==> src/rtl/pcpi_mul_pkg.sv <==
// pcpi_mul_arbiter shared types and helpers.
// MUL-class decode used by the arbiter and its picker.
package pcpi_mul_pkg;

  typedef enum logic [1:0] {
    IDLE,
    ISSUE,
    RESP,
    DRAIN
  } state_e;

  localparam logic [6:0] OPC_OP    = 7'b0110011;
  localparam logic [6:0] F7_MULDIV = 7'b0000001;

  // funct3 000..011 are MUL/MULH/MULHSU/MULHU; 1xx are DIV/REM
  function automatic logic is_mul(input logic [31:0] insn);
    return (insn[6:0] == OPC_OP) &&
           (insn[31:25] == F7_MULDIV) &&
           !insn[14];
  endfunction

  function automatic int cnt_w(input int timeout);
    return $clog2(timeout + 1);
  endfunction

endpackage

==> src/rtl/pcpi_rr_pick.sv <==
// Round-robin picker: first set bit at or after ptr_i,
// wrapping modulo NUM_REQ.
module pcpi_rr_pick #(
  parameter  int NUM_REQ = 2,
  localparam int IW = (NUM_REQ > 1) ? $clog2(NUM_REQ) : 1
) (
  input  logic [NUM_REQ-1:0] vec_i,
  input  logic [IW-1:0]      ptr_i,
  output logic [IW-1:0]      idx_o,
  output logic               any_o
);

  logic [IW:0] j;

  always_comb begin
    idx_o = '0;
    any_o = 1'b0;
    j     = '0;
    for (int k = 0; k < NUM_REQ; k++) begin
      j = {1'b0, ptr_i} + (IW+1)'(k);
      if (j >= (IW+1)'(NUM_REQ)) begin
        j = j - (IW+1)'(NUM_REQ);
      end
      if (!any_o && vec_i[j[IW-1:0]]) begin
        any_o = 1'b1;
        idx_o = j[IW-1:0];
      end
    end
  end

endmodule

==> src/rtl/pcpi_mul_arbiter.sv <==
// Shares one PCPI fast multiplier between NUM_REQ requesters,
// round-robin, one operation in flight, with abort and timeout.
import pcpi_mul_pkg::*;

module pcpi_mul_arbiter #(
  parameter int NUM_REQ     = 2,
  parameter int MUL_LATENCY = 2,
  parameter int TIMEOUT     = 15
) (
  input  logic                  clk,
  input  logic                  resetn,
  input  logic [NUM_REQ-1:0]    req_valid,
  input  logic [32*NUM_REQ-1:0] req_insn,
  input  logic [32*NUM_REQ-1:0] req_rs1,
  input  logic [32*NUM_REQ-1:0] req_rs2,
  output logic [NUM_REQ-1:0]    req_wait,
  output logic [NUM_REQ-1:0]    req_ready,
  output logic [NUM_REQ-1:0]    req_wr,
  output logic [31:0]           req_rd,
  output logic                  mul_valid,
  output logic [31:0]           mul_insn,
  output logic [31:0]           mul_rs1,
  output logic [31:0]           mul_rs2,
  input  logic                  mul_ready,
  input  logic                  mul_wr,
  input  logic [31:0]           mul_rd,
  output logic                  busy,
  output logic                  err_timeout
);

  localparam int IW = (NUM_REQ > 1) ? $clog2(NUM_REQ) : 1;
  localparam int CW = cnt_w(TIMEOUT);

  if (TIMEOUT <= MUL_LATENCY) begin : g_bad_timeout
    $error("TIMEOUT must exceed MUL_LATENCY");
  end
  if (NUM_REQ < 2 || NUM_REQ > 8) begin : g_bad_num
    $error("NUM_REQ must be in 2..8");
  end

  state_e        state_q, state_d;
  logic [IW-1:0] gnt_q, gnt_d;
  logic [IW-1:0] ptr_q, ptr_d;
  logic [CW-1:0] cnt_q, cnt_d;
  logic [31:0]   res_rd_q, res_rd_d;
  logic          res_wr_q, res_wr_d;
  logic          err_q, err_d;

  logic [NUM_REQ-1:0] elig;
  logic [IW-1:0]      pk_idx;
  logic               pk_any;
  logic               g_valid;
  logic [31:0]        g_insn, g_rs1, g_rs2;

  always_comb begin
    for (int i = 0; i < NUM_REQ; i++) begin
      elig[i] = req_valid[i] &&
                is_mul(req_insn[32*i +: 32]);
    end
  end

  pcpi_rr_pick #(
    .NUM_REQ (NUM_REQ)
  ) u_pick (
    .vec_i (elig),
    .ptr_i (ptr_q),
    .idx_o (pk_idx),
    .any_o (pk_any)
  );

  always_comb begin
    g_valid = 1'b0;
    g_insn  = '0;
    g_rs1   = '0;
    g_rs2   = '0;
    for (int i = 0; i < NUM_REQ; i++) begin
      if (gnt_q == IW'(i)) begin
        g_valid = req_valid[i];
        g_insn  = req_insn[32*i +: 32];
        g_rs1   = req_rs1[32*i +: 32];
        g_rs2   = req_rs2[32*i +: 32];
      end
    end
  end

  always_comb begin
    state_d  = state_q;
    gnt_d    = gnt_q;
    ptr_d    = ptr_q;
    cnt_d    = cnt_q;
    res_rd_d = res_rd_q;
    res_wr_d = res_wr_q;
    err_d    = err_q;
    unique case (state_q)
      IDLE: begin
        if (pk_any) begin
          gnt_d   = pk_idx;
          cnt_d   = '0;
          state_d = ISSUE;
        end
      end
      ISSUE: begin
        cnt_d = cnt_q + 1'b1;
        if (!g_valid) begin
          cnt_d   = '0;
          state_d = DRAIN;
        end else if (mul_ready) begin
          res_rd_d = mul_rd;
          res_wr_d = mul_wr;
          state_d  = RESP;
        end else if (cnt_q == CW'(TIMEOUT)) begin
          res_rd_d = '0;
          res_wr_d = 1'b0;
          err_d    = 1'b1;
          state_d  = RESP;
        end
      end
      RESP: begin
        ptr_d   = (gnt_q == IW'(NUM_REQ-1)) ?
                  '0 : gnt_q + 1'b1;
        state_d = IDLE;
      end
      DRAIN: begin
        // aborted op still completes inside the multiplier
        cnt_d = cnt_q + 1'b1;
        if (cnt_q == CW'(MUL_LATENCY-1)) begin
          state_d = IDLE;
        end
      end
      default: state_d = IDLE;
    endcase
  end

  always_ff @(posedge clk or negedge resetn) begin
    if (!resetn) begin
      state_q  <= IDLE;
      gnt_q    <= '0;
      ptr_q    <= '0;
      cnt_q    <= '0;
      res_rd_q <= '0;
      res_wr_q <= 1'b0;
      err_q    <= 1'b0;
    end else begin
      state_q  <= state_d;
      gnt_q    <= gnt_d;
      ptr_q    <= ptr_d;
      cnt_q    <= cnt_d;
      res_rd_q <= res_rd_d;
      res_wr_q <= res_wr_d;
      err_q    <= err_d;
    end
  end

  assign busy        = (state_q != IDLE);
  assign mul_valid   = (state_q == ISSUE);
  assign mul_insn    = mul_valid ? g_insn : '0;
  assign mul_rs1     = mul_valid ? g_rs1 : '0;
  assign mul_rs2     = mul_valid ? g_rs2 : '0;
  assign req_rd      = (state_q == RESP) ? res_rd_q : '0;
  assign err_timeout = err_q;
  // wait follows inputs, so force it low while held in reset
  assign req_wait    = resetn ? elig : '0;

  always_comb begin
    for (int i = 0; i < NUM_REQ; i++) begin
      req_ready[i] = (state_q == RESP) &&
                     (gnt_q == IW'(i));
      req_wr[i]    = req_ready[i] && res_wr_q;
    end
  end

endmodule

==> config.mk <==
export PLATFORM = sky130hd
export DESIGN_NAME = pcpi_mul_arbiter
export DESIGN_NICKNAME = d
export VERILOG_FILES = /design/src/rtl/pcpi_mul_pkg.sv /design/src/rtl/pcpi_rr_pick.sv /design/src/rtl/pcpi_mul_arbiter.sv
export SDC_FILE = /design/constraint.sdc
export NUM_CORES = 1
export LEC_CHECK = 0
export ABC_AREA = 1
export CAP_MARGIN = 20
export CORE_AREA = 2 2 142 144
export CTS_CLUSTER_DIAMETER = 80
export CTS_CLUSTER_SIZE = 20
export DETAILED_ROUTE_END_ITERATION = 10
export DIE_AREA = 0 0 144 146
export PLACE_DENSITY = 0.67
export SLEW_MARGIN = 20
export SYNTH_ARGS = -nofsm -noshare
export SYNTH_HDL_FRONTEND = slang
export SYNTH_SLANG_ARGS = --single-unit
==> constraint.sdc <==
create_clock -name clk -period 1.5 [get_ports clk]
set_clock_uncertainty 0.1 [all_clocks]
set_input_delay 0.225 -clock clk [delete_from_list [all_inputs] [get_ports clk]]
set_output_delay 0.225 -clock clk [all_outputs]
set_load 0.01 [all_outputs]
==> reports/results.ini <==
[clocking]
cts_tree=yes
clock_latency_ns=0.28
htree_levels=2
cts_max_path_buffers=2
clock_sinks=42
clk_pin_slew_ns=0.06
clockRootBuffer=clkbuf_16
cts_buffers=5

[logic_synthesis]
async_flop_share_pct=100
synth_cells=600
synth_area_per_cell_sq_um=5.80
muxShareOfSynthArea_pct=0
synth_top_family_by_area=simple AND/OR/NAND/NOR gates
synthFlopType=dfrtp_1
syn_area_sq_mm=0.00348
synth_compound_area_share_pct=20.8
synth_edf_count=0
seq_area_frac_synth_pct=30.2
synthAdderAreaFrac_pct=0.719
synthSimpleGateAreaFrac_pct=35.8
yosysWarnings=0
ys_types=24
synth_xor_area_share_pct=0.503
synth_nets=832
ys_ff_latch=42

[sta]
timing.final.ws_setup_ns=-0.439
period_needed_ns=1.94
rsz0062_at_grt=true
fmax_mhz=516
timing_hold_violations_final=0
report.final.setup_viol=173
finalSetupTns_ns=-62.60
timing.hold.ws_ns=0.361
fin_crit_sh_pct=129
slew_violations=0
tightest_slew_ns=0.548
max_slew_margin_pct=63.5

[setup_path]
worstSetupPathType=reg2out
critical_path.max_stage_delay_ns=0.44
cpMaxStageDelayCell=dfrtp_2
cp_max_fo=7
crit_buf_inv=5
cp.arrival_ns=1.61
crit_chain=nor2_4 > clkinv_4 > buf_4 > buf_6 > buf_4 > nor2_4 > buf_6
path_delay_family=buffers and inverters
cp-end-kind=output pin
cp-start-kind=flop
required_ns=1.17

[floorplan]
core_area_sq_mm=0.0193
num_io_pins=367
die-area_sq_mm=0.0210
rows=51
die-height_um=146
die_w_um=144
start_util_pct=18.0

[final_layout]
syn_to_final_growth_pct=194
multi_input_area_sq_mm=0.00320
fillers=1754
drive_gt1_share_pct=48.9
regArea_sq_mm=0.00106
nets=1308
final_core_util_pct=52.9

[routing]
route.vias.total=6060
avgViaCountPerCell=4.50
ant_nets=0
drt_pass1_iterations=4
wirelength_um=25200
drc=0
dr.first_iter.drc_count=255
wire_per_inst_um=18.7

[global_route]
grt_max_degree=43
grt_pass1_vias=5807
grt_pass1_wl_um=33300
grt_use_total_pct=20.7
antenna_found_initial=4
grt_overflow=0

[outcome]
violations=setup timing
status=complete, but fails checks

[run]
maxCapViolCount=0

[power_and_ir_drop]
p_per_area_mw_per_mm2=1200
power_leakage_nw=4.58
ir_worst_vdd_v=0.000767

[place]
gp_congestion=0.911
hpwl_um=16600
portBuffers=366

[worst_hold_path]
hp-class=reg2reg

## report_power, final
part | switching [mW] | internal (mW)
logic | 4.49 | 4.80
registers | 0.190 | 1.63
clock network | 0.476 | 0.626
## logic make-up after synthesis
group | count (synthesis)
adders and majority gates | 2
AOI/OAI and AO/OA | 141
buffers and inverters | 97
DFF | 42
xor gates and xnor gates | 2
and+or+nand+nor | 316
## layout make-up
| type | instances | area share [%] |
|---|---|---|
| diodes | 4 | 0.0979 |
| clock buffers | 5 | 1.22 |
| clock inverters | 3 | 0.245 |
| inverters | 53 | 2.14 |
| multi-input cells | 462 | 31.3 |
| flip-flops and latches | 42 | 10.3 |
| well taps | 265 | 3.24 |
| repair buffers | 512 | 51.5 |
## Yosys cell counts, types with 2 or more instances
cell / count / share of area (%)
dfrtp_1: 42 / 30
ha_1: 2 / 0.72
buf_1: 4 / 0.43
buf_4: 4 / 0.86
buf_2: 12 / 1.7
nand2_1: 215 / 23
inv_2: 4 / 0.43
nand3_1: 39 / 5.6
nor2_1: 56 / 6.0
o21ai_1: 30 / 4.3
nor3_1: 2 / 0.29
buf_6: 3 / 0.97
or2_1: 2 / 0.36
a21oi_1: 96 / 14
o21ai_0: 12 / 1.7
inv_1: 49 / 5.3
clkbuf_1: 21 / 2.3
## cell usage in the layout (no fill, tap or decap), drive strengths merged, types with 2 or more instances in the layout
master | synthesis | layout
clkdlybuf4s50 | 0 | 196
clkdlybuf4s15 | 0 | 10
clkinv | 0 | 3
dfrtp | 42 | 42
clkbuf | 21 | 19
nand3 | 39 | 39
inv | 53 | 52
nor2 | 56 | 56
ha | 2 | 2
buf | 23 | 273
a21oi | 97 | 97
nor3 | 2 | 2
dlygate4sd2 | 0 | 16
diode | 0 | 4
o21ai | 43 | 43
or2 | 2 | 2
nand2 | 216 | 217
## tightest hold or removal path, delay by kind of cell (launching register included)
family                 cells  cell delay, ns
AO/OA/AOI/OAI              1            0.04
buffers and inverters      1            0.05
flip-flops                 1            0.34
## timing repair
action / in CTS / in global routing
endpoints found under the setup margin: 178 / 177
endpoints found under the hold margin: 42 / 0
setup buffers: 60 / 14
resized for setup: 840 / 208
hold buffers: 1 / 0
gates cloned: 14 / 11
pin swaps: 47 / 48
## per-stage QoR
step	cells	setup slack, ns	cell area, sq um	power [mW]
finish	1346	-0.439	10200	12.2
global route	1345	-0.505	10200	12.9
CTS	1325	-0.462	9230	10.4
detailed placement	1242	-0.712	7860	7.90
global placement	1242	-0.736	7860	7.84
floorplan	600	-0.0103	3520	4.19
## state kept, by name, indices dropped and copies added (netlist names)
name,flops
cnt_q,4
err_timeout,1
gnt_q,1
ptr_q,1
res_rd_q,32
res_wr_q,1
state_q,2
## routing by layer
metal  track usage, %  wire length, um
met1             23.3             9530
met2             38.3            12800
met3             5.23             2090
met4             5.29              790
met5                0                0
## final timing paths
check	startpoint	to	slack (ns)	depth (start not counted)
worst max register to register	gnt_q	res_rd_q[13]	-0.42	11
worst max-delay path	state_q[0]	req_rd[7]	-0.44	7
max in group asynchronous	resetn	gnt_q	0.36	3
worst min register to register	err_timeout	err_timeout	0.36	2
worst min-delay path	err_timeout	err_timeout	0.36	2
min in group asynchronous	resetn	res_rd_q[23]	0.50	3
No activity file was read; power rests on OpenSTA's default activity.
